`config.mk`:
```
export PLATFORM = sky130hd
export DESIGN_NAME = clk_div_bank
export DESIGN_NICKNAME = d
export VERILOG_FILES = /design/src/rtl/clk_div_pkg.sv /design/src/rtl/clk_div_ch.sv /design/src/rtl/clk_div_bank.sv
export SDC_FILE = /design/constraint.sdc
export NUM_CORES = 1
export LEC_CHECK = 0
export CAP_MARGIN = 5
export CORE_AREA = 2 2 171 156
export DETAILED_ROUTE_END_ITERATION = 7
export DIE_AREA = 0 0 173 158
export PLACE_DENSITY = 0.64
export SYNTH_ARGS = -nofsm -noshare
export SYNTH_HDL_FRONTEND = slang
export SYNTH_HIERARCHICAL = 1
export SYNTH_SLANG_ARGS = --single-unit
```
`constraint.sdc`:
```
create_clock -name clk80 -period 9.4 [get_ports clk80]
set_clock_uncertainty 0.05 [all_clocks]
set_input_delay 1.88 -clock clk80 [delete_from_list [all_inputs] [get_ports clk80]]
set_output_delay 1.88 -clock clk80 [all_outputs]
set_load 0.02 [all_outputs]
```
`src/rtl/clk_div_pkg.sv`:
```
// Shared constants and the per-channel configuration record for the divider bank.
package clk_div_pkg;

  localparam int CNT_W_DEF = 8;
  localparam int TERM_DEF  = 39;
  localparam int HIGH_DEF  = 20;

  typedef struct packed {
    logic [CNT_W_DEF-1:0] term;
    logic [CNT_W_DEF-1:0] high;
  } ch_cfg_t;

endpackage

```
`src/rtl/clk_div_ch.sv`:
```
// One divider channel: period counter, shadowed term/high config, registered
// divided clock and rising-edge strobe.
module clk_div_ch #(
  parameter int               CNT_W = 8,
  parameter logic [CNT_W-1:0] DEF_T = '0,
  parameter logic [CNT_W-1:0] DEF_H = '0
) (
  input  logic             i_clk,
  input  logic             i_reset,
  input  logic             i_en,
  input  logic             i_sync,
  input  logic             i_load,
  input  logic [CNT_W-1:0] i_term,
  input  logic [CNT_W-1:0] i_high,
  output logic             o_clk,
  output logic             o_rise,
  output logic             o_pending
);

  logic [CNT_W-1:0] r_cnt;
  logic [CNT_W-1:0] r_term_a;
  logic [CNT_W-1:0] r_high_a;
  logic [CNT_W-1:0] r_term_p;
  logic [CNT_W-1:0] r_high_p;
  logic             r_pend;
  logic             r_en_d;
  logic             r_clk;
  logic             r_rise;

  logic [CNT_W-1:0] w_term_eff;
  logic [CNT_W-1:0] w_term_n;
  logic [CNT_W-1:0] w_high_n;
  logic [CNT_W-1:0] w_teff_n;
  logic [CNT_W-1:0] w_cnt_n;
  logic             w_wrap;
  logic             w_restart;
  logic             w_apply;
  logic             w_clk_n;

  // A terminal count of 0 behaves as 1 so the period never drops below two cycles.
  assign w_term_eff = (r_term_a == '0) ? CNT_W'(1) : r_term_a;
  assign w_wrap     = i_en && (r_cnt >= w_term_eff);
  assign w_restart  = i_sync || (i_en && !r_en_d);
  // A disabled channel has no period in flight, so it is always at a boundary.
  assign w_apply    = w_wrap || i_sync || !i_en;

  assign w_cnt_n = (!i_en || w_restart || w_wrap) ? '0 : r_cnt + CNT_W'(1);

  always_comb begin
    w_term_n = r_term_a;
    w_high_n = r_high_a;
    if (w_apply && i_load) begin
      w_term_n = i_term;
      w_high_n = i_high;
    end else if (w_apply && r_pend) begin
      w_term_n = r_term_p;
      w_high_n = r_high_p;
    end
  end

  assign w_teff_n = (w_term_n == '0) ? CNT_W'(1) : w_term_n;
  // High when cnt >= T+1-H, rearranged to avoid underflow when H > T.
  assign w_clk_n  = i_en &&
                    (({1'b0, w_cnt_n} + {1'b0, w_high_n}) >= ({1'b0, w_teff_n} + (CNT_W+1)'(1)));

  always_ff @(posedge i_clk) begin
    if (i_reset) begin
      r_cnt    <= '0;
      r_term_a <= DEF_T;
      r_high_a <= DEF_H;
      r_term_p <= '0;
      r_high_p <= '0;
      r_pend   <= 1'b0;
      r_en_d   <= 1'b0;
      r_clk    <= 1'b0;
      r_rise   <= 1'b0;
    end else begin
      r_cnt    <= w_cnt_n;
      r_term_a <= w_term_n;
      r_high_a <= w_high_n;
      r_en_d   <= i_en;
      r_clk    <= w_clk_n;
      r_rise   <= w_clk_n && !r_clk;
      if (i_load) begin
        r_term_p <= i_term;
        r_high_p <= i_high;
      end
      if (w_apply) begin
        r_pend <= 1'b0;
      end else if (i_load) begin
        r_pend <= 1'b1;
      end
    end
  end

  assign o_clk     = r_clk;
  assign o_rise    = r_rise;
  assign o_pending = r_pend;

endmodule

```
`src/rtl/clk_div_bank.sv`:
```
// Bank of independent programmable clock dividers sharing one clock, reset and
// phase-align strobe.
module clk_div_bank
  import clk_div_pkg::*;
#(
  parameter int N_CH     = 4,
  parameter int CNT_W    = CNT_W_DEF,
  parameter int DEF_TERM = TERM_DEF,
  parameter int DEF_HIGH = HIGH_DEF
) (
  input  logic                  clk80,
  input  logic                  reset,
  input  logic [N_CH-1:0]       en,
  input  logic                  sync,
  input  logic [N_CH-1:0]       cfg_load,
  input  logic [N_CH*CNT_W-1:0] cfg_term,
  input  logic [N_CH*CNT_W-1:0] cfg_high,
  output logic [N_CH-1:0]       clk_out,
  output logic [N_CH-1:0]       rise,
  output logic [N_CH-1:0]       cfg_pending
);

  for (genvar c = 0; c < N_CH; c++) begin : g_ch
    clk_div_ch #(
      .CNT_W (CNT_W),
      .DEF_T (CNT_W'(DEF_TERM)),
      .DEF_H (CNT_W'(DEF_HIGH))
    ) u_ch (
      .i_clk     (clk80),
      .i_reset   (reset),
      .i_en      (en[c]),
      .i_sync    (sync),
      .i_load    (cfg_load[c]),
      .i_term    (cfg_term[c*CNT_W +: CNT_W]),
      .i_high    (cfg_high[c*CNT_W +: CNT_W]),
      .o_clk     (clk_out[c]),
      .o_rise    (rise[c]),
      .o_pending (cfg_pending[c])
    );
  end

endmodule
```
## Word level (Yosys, flattened, before mapping)

Cells that the tools add are included.

- $add $sub $neg: 12
- $lt $le $gt $ge: 8
- Mux-type cells: 28
- Reduce and logical (&&, ||, !) cells: 68

Operators by type and width:

| cell | number |
|---|---|
| 8-bit two-way mux | 28 |
| 8-bit logical NOT | 8 |
| 8-bit by 1-bit adder with 9-bit output, second input constant | 4 |
| 8-bit by 8-bit adder with 9-bit output | 4 |
| 9-bit greater-or-equal comparator | 4 |
| 8-bit by 1-bit adder with 8-bit output, second input constant | 4 |
| 8-bit greater-or-equal comparator | 4 |
| 1-bit logical AND | 24 |
| 1-bit logical OR | 20 |
| 1-bit logical NOT | 12 |
| 2-bit OR reduction | 4 |

- Flip-flop bits (word level): 176
- Input bits: 75
- Output and inout port bits: 12
- Logic and storage cells: 152

## Longest topological paths before layout

Gate-level depths: netlist of run 1.

- Depth after elaboration: 15
- Depth in mapped cells: 23
- Depth with buffers taken out: 21

## By module

The synthesis of run 1 kept the hierarchy.

By module, submodules not included:

| module | times used | cells each | area an instance (um^2) | sequential area each (um^2) |
|---|---|---|---|---|
| clk_div_ch at g_ch[0].u_ch ... | 3 | 367 | 3,057.9 | 880.8 |
| clk_div_ch at g_ch[3].u_ch | 1 | 356 | 2,964.1 | 880.8 |

## Worst setup path before layout of run 1

Ideal clock, no wire load.

- Path type: in2reg
- Start point: input port sync
- End point: register g_ch[3].u_ch.r_rise
- Library setup time: 0.129 ns
- Arrival time: 5.135 ns
- Required time: 9.221 ns
- Slack: 4.086 ns
- Stages: 19
- Path buffers: 1
- Cell sequence: or3b_1 nor2_1 o21ai_0 and2_1 clkbuf_1 a22oi_1 o21ai_0 ha_1 fa_1 a21o_1 a21oi_1 o21bai_1 a21oi_1 nor2b_1 o21ai_0 nand2b_1 ha_1 o21ai_0 a211oi_1

- Elaborated cells on any way between the ends: 19
- Those cells by class: add/sub (2); order compare (1); mux (6); reduce/logical (10)

RTL lines:

| what | line | source |
|---|---|---|
| start, declared | clk_div_bank.sv:14 | `input logic sync,` |
| 1-bit logical OR (*) (2 in a row) | clk_div_ch.sv:45 | `assign w_apply = w_wrap \|\| i_sync \|\| !i_en;` |
| 1-bit logical AND | clk_div_ch.sv:55 | `end else if (w_apply && r_pend) begin` |
| 8-bit two-way mux | clk_div_ch.sv:55 |  |
| 8-bit two-way mux (*) | clk_div_ch.sv:52 | `if (w_apply && i_load) begin` |
| named net g_ch[3].u_ch.w_high_n[0] | clk_div_ch.sv:32 | `logic [CNT_W-1:0] w_high_n;` |
| 8-bit by 8-bit adder with 9-bit output (*) | clk_div_ch.sv:64 | `(({1'b0, w_cnt_n} + {1'b0, w_high_n}) >= ({1'b0, w_teff_n} + (CNT_W+1)'(1)));` |
| 9-bit greater-or-equal comparator (*) | clk_div_ch.sv:64 |  |
| 1-bit logical AND (*) | clk_div_ch.sv:63 | `assign w_clk_n = i_en &&` |
| 1-bit logical AND (*) | clk_div_ch.sv:83 | `r_rise <= w_clk_n && !r_clk;` |
| end signal, assigned | clk_div_ch.sv:83 |  |
| end, declared | clk_div_ch.sv:28 | `logic r_rise;` |

Mark *: on every way through the listed nets, which the timed path passes. The rest lies on a longest branch.
A chain may end at the register's enable or synchronous reset.

## Worst setup path in the final report of run 1

- Start point: input port sync
- End point: register g_ch[2].u_ch.r_rise

- Elaborated cells on any way between the ends: 19
- Those cells by class: add/sub (2); order compare (1); mux (6); reduce/logical (10)

RTL lines:

| what | line |
|---|---|
| 1-bit logical OR (*) (2 in a row) | clk_div_ch.sv:45 |
| 1-bit logical AND | clk_div_ch.sv:55 |
| 8-bit two-way mux | clk_div_ch.sv:55 |
| 8-bit two-way mux (*) | clk_div_ch.sv:52 |
| named net g_ch[2].u_ch.w_high_n[0] | clk_div_ch.sv:32 |
| 8-bit by 8-bit adder with 9-bit output (*) | clk_div_ch.sv:64 |
| 9-bit greater-or-equal comparator (*) | clk_div_ch.sv:64 |
| 1-bit logical AND (*) | clk_div_ch.sv:63 |
| 1-bit logical AND (*) | clk_div_ch.sv:83 |
| end signal, assigned | clk_div_ch.sv:83 |
| end, declared | clk_div_ch.sv:28 |

Marked as above.

==> metrics.cfg, run 1 <==
[worst_setup_path]
critPathKind = primary input to flip-flop
crit_chain = clkdlybuf4s50_1 -> nor3b_2 -> nand2_1 -> nor2_2 -> nor2_1 -> a221o_1 -> ha_1 -> fa_1 -> a21o_1 -> a21oi_1 -> o21bai_1 -> a21oi_1 -> nor2b_1 -> o21ai_0 -> nand2b_1 -> ha_1 -> o21ai_0 -> a211oi_1
cp-start-kind = primary input
cp-end-kind = flip-flop
critPathArrivalTime_ns = 7.03
cpPeakStageDelay_ns = 0.68
worstPathMaxFanout = 13
worst_ep_required_time_ns = 9.67
critPathBufInv = 1
slowest_stage = clkdlybuf4s50_1
critPathTopFamily = simple AND/OR/NAND/NOR gates

[floorplanning]
rows = 56
die_h_um = 158
start_util = 0.473
ioPinCount = 87
die_w_um = 173
core_area_mm2 = 0.0256
dieArea_mm2 = 0.0273

[synth]
synth_warnings = 6
synthTopCellsByCount = dfxtp_1 (176), nor2_1 (169), ha_1 (104), nand2_1 (104), a21oi_1 (101)
yosysSeqAreaShare = 0.290
yosys.area.top_type_share = 0.290
synthFlopType = dfxtp_1
synth_edf_count = 0
netlist_instances = 1457
yosysMostFrequentCell = dfxtp_1
yosysTopAreaCell = dfxtp_1
syn_area_mm2 = 0.0121
synthTopCellsByArea = dfxtp_1 (29%), ha_1 (11%), nor2_1 (5.2%)
syn_nets = 1640
async_flop_share = 0
synthDistinctLibCells = 71
synth-seq-cells = 176
synth_area_per_cell_um2 = 8.33

[run_status]
status = finished, final reports clean

[clocking]
clk_pin_slew_ns = 0.07
post-cts-setup-buffers = 0
cts_tree = yes
h-tree-depth = 4
hold_buffers = 0
cts_buffers = 17
clock_path_buffers = 2
cts.sinks = 176
insertion_delay_ns = 0.44
root_buffer = clkbuf_16
cts_resized = 0

[sta]
fin_ws_ns = 2.64
setup_viol = 0
max_clock_freq_ghz = 0.148
whs_ns = 0.366
layout_worst_path_cycle_share = 0.719
min_period_ns = 6.76
drv_slew = 0
worst_pin_slew_ns = 0.949
finalHoldViolCount = 0
rsz0062_at_grt = no
setup_tns_ns = 0
slew_headroom = 0.368

[placed_design]
io_buffers = 86
place_hpwl_um = 22500
place_inst = 1818
routabilityCongestion = 0.855
pre_cts_slack_ns = 2.24

[drt]
drcViolationCount = 0
drt_iter0_drc = 798
routed_via_density = 5.72
routedWlPerCell_um = 16.8
drt_first_pass_iters = 7
wl_um = 31100
vias = 10574
postRouteAntennaNets = 0

[finish]
fin_cells = 1850
areaGrowthSynthToFinish_pct = 12.9
final_nets = 1672
fin_util = 0.534
fill_cells = 2447
regArea_mm2 = 0.00352
diodes = 0
multi_input_area_mm2 = 0.00802
final_layout_size_suffix_gt1_frac = 0.0739

[job]
drv_cap = 0

[grt]
antenna_found_initial = 0
grt_pass1_wl_um = 51200
grt.total_usage = 0.229
first_global_vias = 10144
grt-ovfl-total = 0
grt_max_degree = 72

[pwr]
powerDensity_mw_per_mm2 = 142
leakage_uw = 0.00551
vdd_ir_drop_max_mv = 0.129

[min_path]
hold_path.class = flip-flop to flip-flop

==> power by group <==
group          internal [uW]  switching (uW)
registers                786            32.5
clock network            397             332
logic                    182             221
==> cells by family after synthesis <==
group           after synthesis  synth area share
simple gates                530             0.237
compound gates              377             0.217
flops                       176             0.290
buf+inv                     145            0.0492
fa+ha+maj                   108             0.114
xor+xnor                     72            0.0520
mux                          49            0.0404
==> flip-flops by register name, indices dropped and copies added (netlist names) <==
register	count
g_ch.u_ch/o_clk	4
g_ch.u_ch/r_term_a	32
g_ch.u_ch/r_high_p	32
g_ch.u_ch/r_cnt	32
g_ch.u_ch/o_rise	4
g_ch.u_ch/r_high_a	32
g_ch.u_ch/o_pending	4
g_ch.u_ch/r_en_d	4
g_ch.u_ch/r_term_p	32
==> layout make-up <==
class                   count  share of cell area
clock buffers              18              0.0313
well taps                 348              0.0318
clock inverters            14              0.0113
inverters                  67              0.0184
multi-input cells        1136               0.585
flip-flops and latches    176               0.257
repair buffers             91              0.0650
==> per-stage QoR <==
step	instance area (um2)	power, uW
after floorplan	12100	1110
after global placement	13100	1230
after detailed placement	13100	1230
after CTS	13700	1970
after global routing	13700	2050
final	13700	1950
==> placed cells by master, fill, tap and decap left out, types with 6 or more instances in the layout <==
cell type and instances:
nand3_1 26, dfxtp_1 176, o21bai_1 9, o21ai_0 73, or4_2 6, xnor2_1 43
ha_1 104, a221o_1 24, clkdlybuf4s50_1 84, or2_1 10, nor2b_1 36, nor3_1 31
and3_1 19, clkbuf_16 17, or4_1 13, and2_1 8, mux2i_1 49, a21o_1 16
or2_2 18, nand2_1 104, nor4_1 9, a21oi_1 101, nor2_1 169, nor2_2 6
a22oi_1 19, nor3b_1 7, xor2_1 29, buf_4 6, a211o_1 6, o211ai_1 40
nand2b_1 27, a211oi_1 20, nand4_4 6, inv_1 67, o22ai_1 13
==> final timing paths <==
| kind | start | endpoint | slack (ns) | cells past startpoint |
|---|---|---|---|---|
| hold reg to reg | g_ch[3].u_ch/o_clk | g_ch[3].u_ch/o_rise | 0.37 | 1 |
| hold / removal | g_ch[3].u_ch/o_clk | g_ch[3].u_ch/o_rise | 0.37 | 1 |
| setup reg to reg | g_ch[0].u_ch/r_term_a[5] | g_ch[0].u_ch/o_rise | 3.45 | 21 |
| setup / recovery | sync | g_ch[2].u_ch/o_rise | 2.64 | 18 |
==> layer usage <==
layer	GRT usage	up-vias	part of all wire
li1	-	5310	-
met3	0.0360	33	0.039
met5	0	-	0
met4	0.0698	0	0.014
met2	0.389	264	0.47
met1	0.300	4967	0.48
Power figures use the tool's default switching activity.
==> run 2, diff against run 1 <==
Settings changed: PLACE_DENSITY 0.64 to 0.66.
Clock period 9.4 ns to 5.4 ns, I/O delays scaled along.
==> run 2 against run 1 <==
Utilization rose by 1.5 points. Combinational power is 83% higher. Total power increased by 75%. Largest cell class unchanged. Worst hold slack better by 0.0073 ns. Non-clock buffer count up 47. Highest routed layer unchanged. Sequential cell count stayed put. Clock power rose by 70%. Critical path depth grew 3. Final area rose by 2.8%. Sequential share of layout area is 0.69 points lower.
==> metrics.cfg, run 2 (same netlist as run 1, synthesis figures left out) <==
[run_status]
status = finished, final reports clean

[drt]
drt_iter0_drc = 825  ; +3.4%
wl_um = 32000  ; +3.0%
routedWlPerCell_um = 16.9  ; +0.48%
drt_first_pass_iters = 5  ; -2
vias = 10908  ; +3.2%
routed.top_layer = met4
postRouteAntennaNets = 0  ; unchanged
wl_met2_um = 14800  ; +1.2%
wl_met3_um = 1620  ; +35%
routed_via_density = 5.75  ; +0.66%
wl_met1_um = 15100  ; +1.9%
drcViolationCount = 0  ; unchanged

[worst_setup_path]
rrSetupSlack_ns = 0.48  ; -2.97 ns
cpPeakStageDelay_ns = 0.43  ; -0.25 ns
critPathLaunch = g_ch[0].u_ch/r_term_a[5]
worstPathMaxFanout = 12  ; -1
crit_chain = nor4_1 -> a41o_1 -> ha_1 -> nor3b_1 -> o21a_2 -> nor2_2 -> nor2_2 -> buf_4 -> a221o_1 -> ha_1 -> fa_1 -> a21o_1 -> a21oi_1 -> o21bai_1 -> a21oi_1 -> nor2b_1 -> o21ai_0 -> nand2b_1 -> ha_1 -> o21ai_0 -> a211oi_1
critPathBufInv = 1  ; unchanged
crit_top_cell = ha_1
critical_path_depth = 21  ; +3
critPathTopFamily = compound AO/OA/AOI/OAI gates
r2r_end = g_ch[0].u_ch/o_rise
reg2reg_from = g_ch[0].u_ch/r_term_a[5]
cp-end-kind = flip-flop
critPathKind = flip-flop to flip-flop
cp-start-kind = flip-flop
critPathArrivalTime_ns = 5.20  ; -1.83 ns
endpoint = g_ch[0].u_ch/o_rise
slowest_stage = nor4_1
worst_ep_required_time_ns = 5.67  ; -4.00 ns
reg2regPathDepth = 21  ; unchanged

[finish]
areaGrowthSynthToFinish_pct = 16.0
final_cell_mix = dfxtp_1 (176), nor2_1 (169), nand2_1 (104), ha_1 (104), a21oi_1 (101)
final_layout_size_suffix_gt1_frac = 0.103  ; +0.0288
final_common_cell = dfxtp_1
diodes = 0  ; unchanged
fin_cells = 1896  ; +2.5%
fill_cells = 2459  ; +0.49%
final_nets = 1719  ; +2.8%
fin_util = 0.549  ; +0.0147

[placed_design]
place_inst = 1865  ; +2.6%
io_buffers = 86  ; unchanged
routabilityCongestion = 0.863  ; +0.95%
place_hpwl_um = 23800  ; +5.6%

[pwr]
total_power_uw = 3400  ; +75%
leakage_uw = 0.00574  ; +4.1%
powerDensity_mw_per_mm2 = 242  ; +70%
vdd_ir_drop_max_mv = 0.195  ; +51%

[sta]
whs_ns = 0.373  ; +0.00731 ns
setup_viol = 0  ; unchanged
drv_slew = 0  ; unchanged
rsz0062_at_grt = no
setup_tns_ns = 0  ; unchanged
min_period_ns = 4.92
finalHoldViolCount = 0  ; unchanged
layout_worst_path_cycle_share = 0.911
max_clock_freq_ghz = 0.203
worst_pin_slew_ns = 0.855  ; -0.0933 ns
slew_headroom = 0.430  ; +0.0622

[clocking]
cts_buffers = 17  ; unchanged
root_buffer = clkbuf_16
clock_path_buffers = 2  ; unchanged
h-tree-depth = 4  ; unchanged
post-cts-setup-buffers = 0  ; unchanged
insertion_delay_ns = 0.45  ; about the same
cts_tree = yes
cts.sinks = 176  ; unchanged
clk_pin_slew_ns = 0.07  ; about the same

[floorplanning]
die_h_um = 158  ; unchanged
ioPinCount = 87  ; unchanged
core_area_mm2 = 0.0256  ; unchanged
die_w_um = 173  ; unchanged
dieArea_mm2 = 0.0273  ; unchanged
rows = 56  ; unchanged
start_util = 0.473  ; unchanged

[min_path]
hold_path.class = flip-flop to flip-flop

[grt]
grt.total_usage = 0.237  ; +0.00830
first_global_vias = 10503  ; +3.5%
grt_max_degree = 77  ; +6.9%
grt-ovfl-total = 0  ; unchanged
grt_pass1_wl_um = 53100  ; +3.9%
antenna_found_initial = 0  ; unchanged

[job]
drv_cap = 0  ; unchanged

run 2: what timing repair did:
item,CTS,global route
hold buffers,0,0
gates resized for setup,0,1
setup endpoints to repair,0,2
run 2: cell type report:
| type | count | area (um2) | area share |
|---|---|---|---|
| clock buffers | 19 | 453 | 0.0322 |
| repair buffers | 138 | 1270 | 0.0901 |
| multi-input cells | 1136 | 8020 | 0.570 |
| well taps | 348 | 435 | 0.0309 |
| clock inverters | 12 | 125 | 0.00889 |
| flip-flops and latches | 176 | 3520 | 0.250 |
| inverters | 67 | 251 | 0.0179 |
run 2: per-stage QoR:
step | area [um2] | setup slack [ns]
6_report | 14100 | 0.478
5_1_grt | 14100 | 0.0197
4_1_cts | 14100 | 0.421
3_5_place_dp | 13500 | 0.0768
3_3_place_gp | 13500 | 0.190
2_1_floorplan | 12100 | 0.717
run 2: worst min path at each step:
stage,endpoint,start,depth (start not counted)
after floorplan,g_ch[0].u_ch/r_cnt[0],g_ch[0].u_ch/r_cnt[0],1
after global placement,g_ch[1].u_ch/o_rise,g_ch[1].u_ch/o_clk,1
after detailed placement,g_ch[3].u_ch/o_rise,g_ch[3].u_ch/o_clk,1
after CTS,g_ch[1].u_ch/o_rise,g_ch[1].u_ch/o_clk,1
after global routing,g_ch[1].u_ch/o_rise,g_ch[1].u_ch/o_clk,1
final,g_ch[3].u_ch/o_rise,g_ch[3].u_ch/o_clk,1
run 2: metal layers:
layer	GRT usage	up-vias
li1	-	5419
met1	0.314	5165
met2	0.397	288
met3	0.0437	36
met4	0.0642	0
met5	0	-
run 2: report_power, final:
| group | total, uW | internal [uW] | switching (uW) |
|---|---|---|---|
| clock | 1240 | 668 | 574 |
| sequential | 1420 | 1370 | 55.8 |
| combinational | 736 | 341 | 395 |
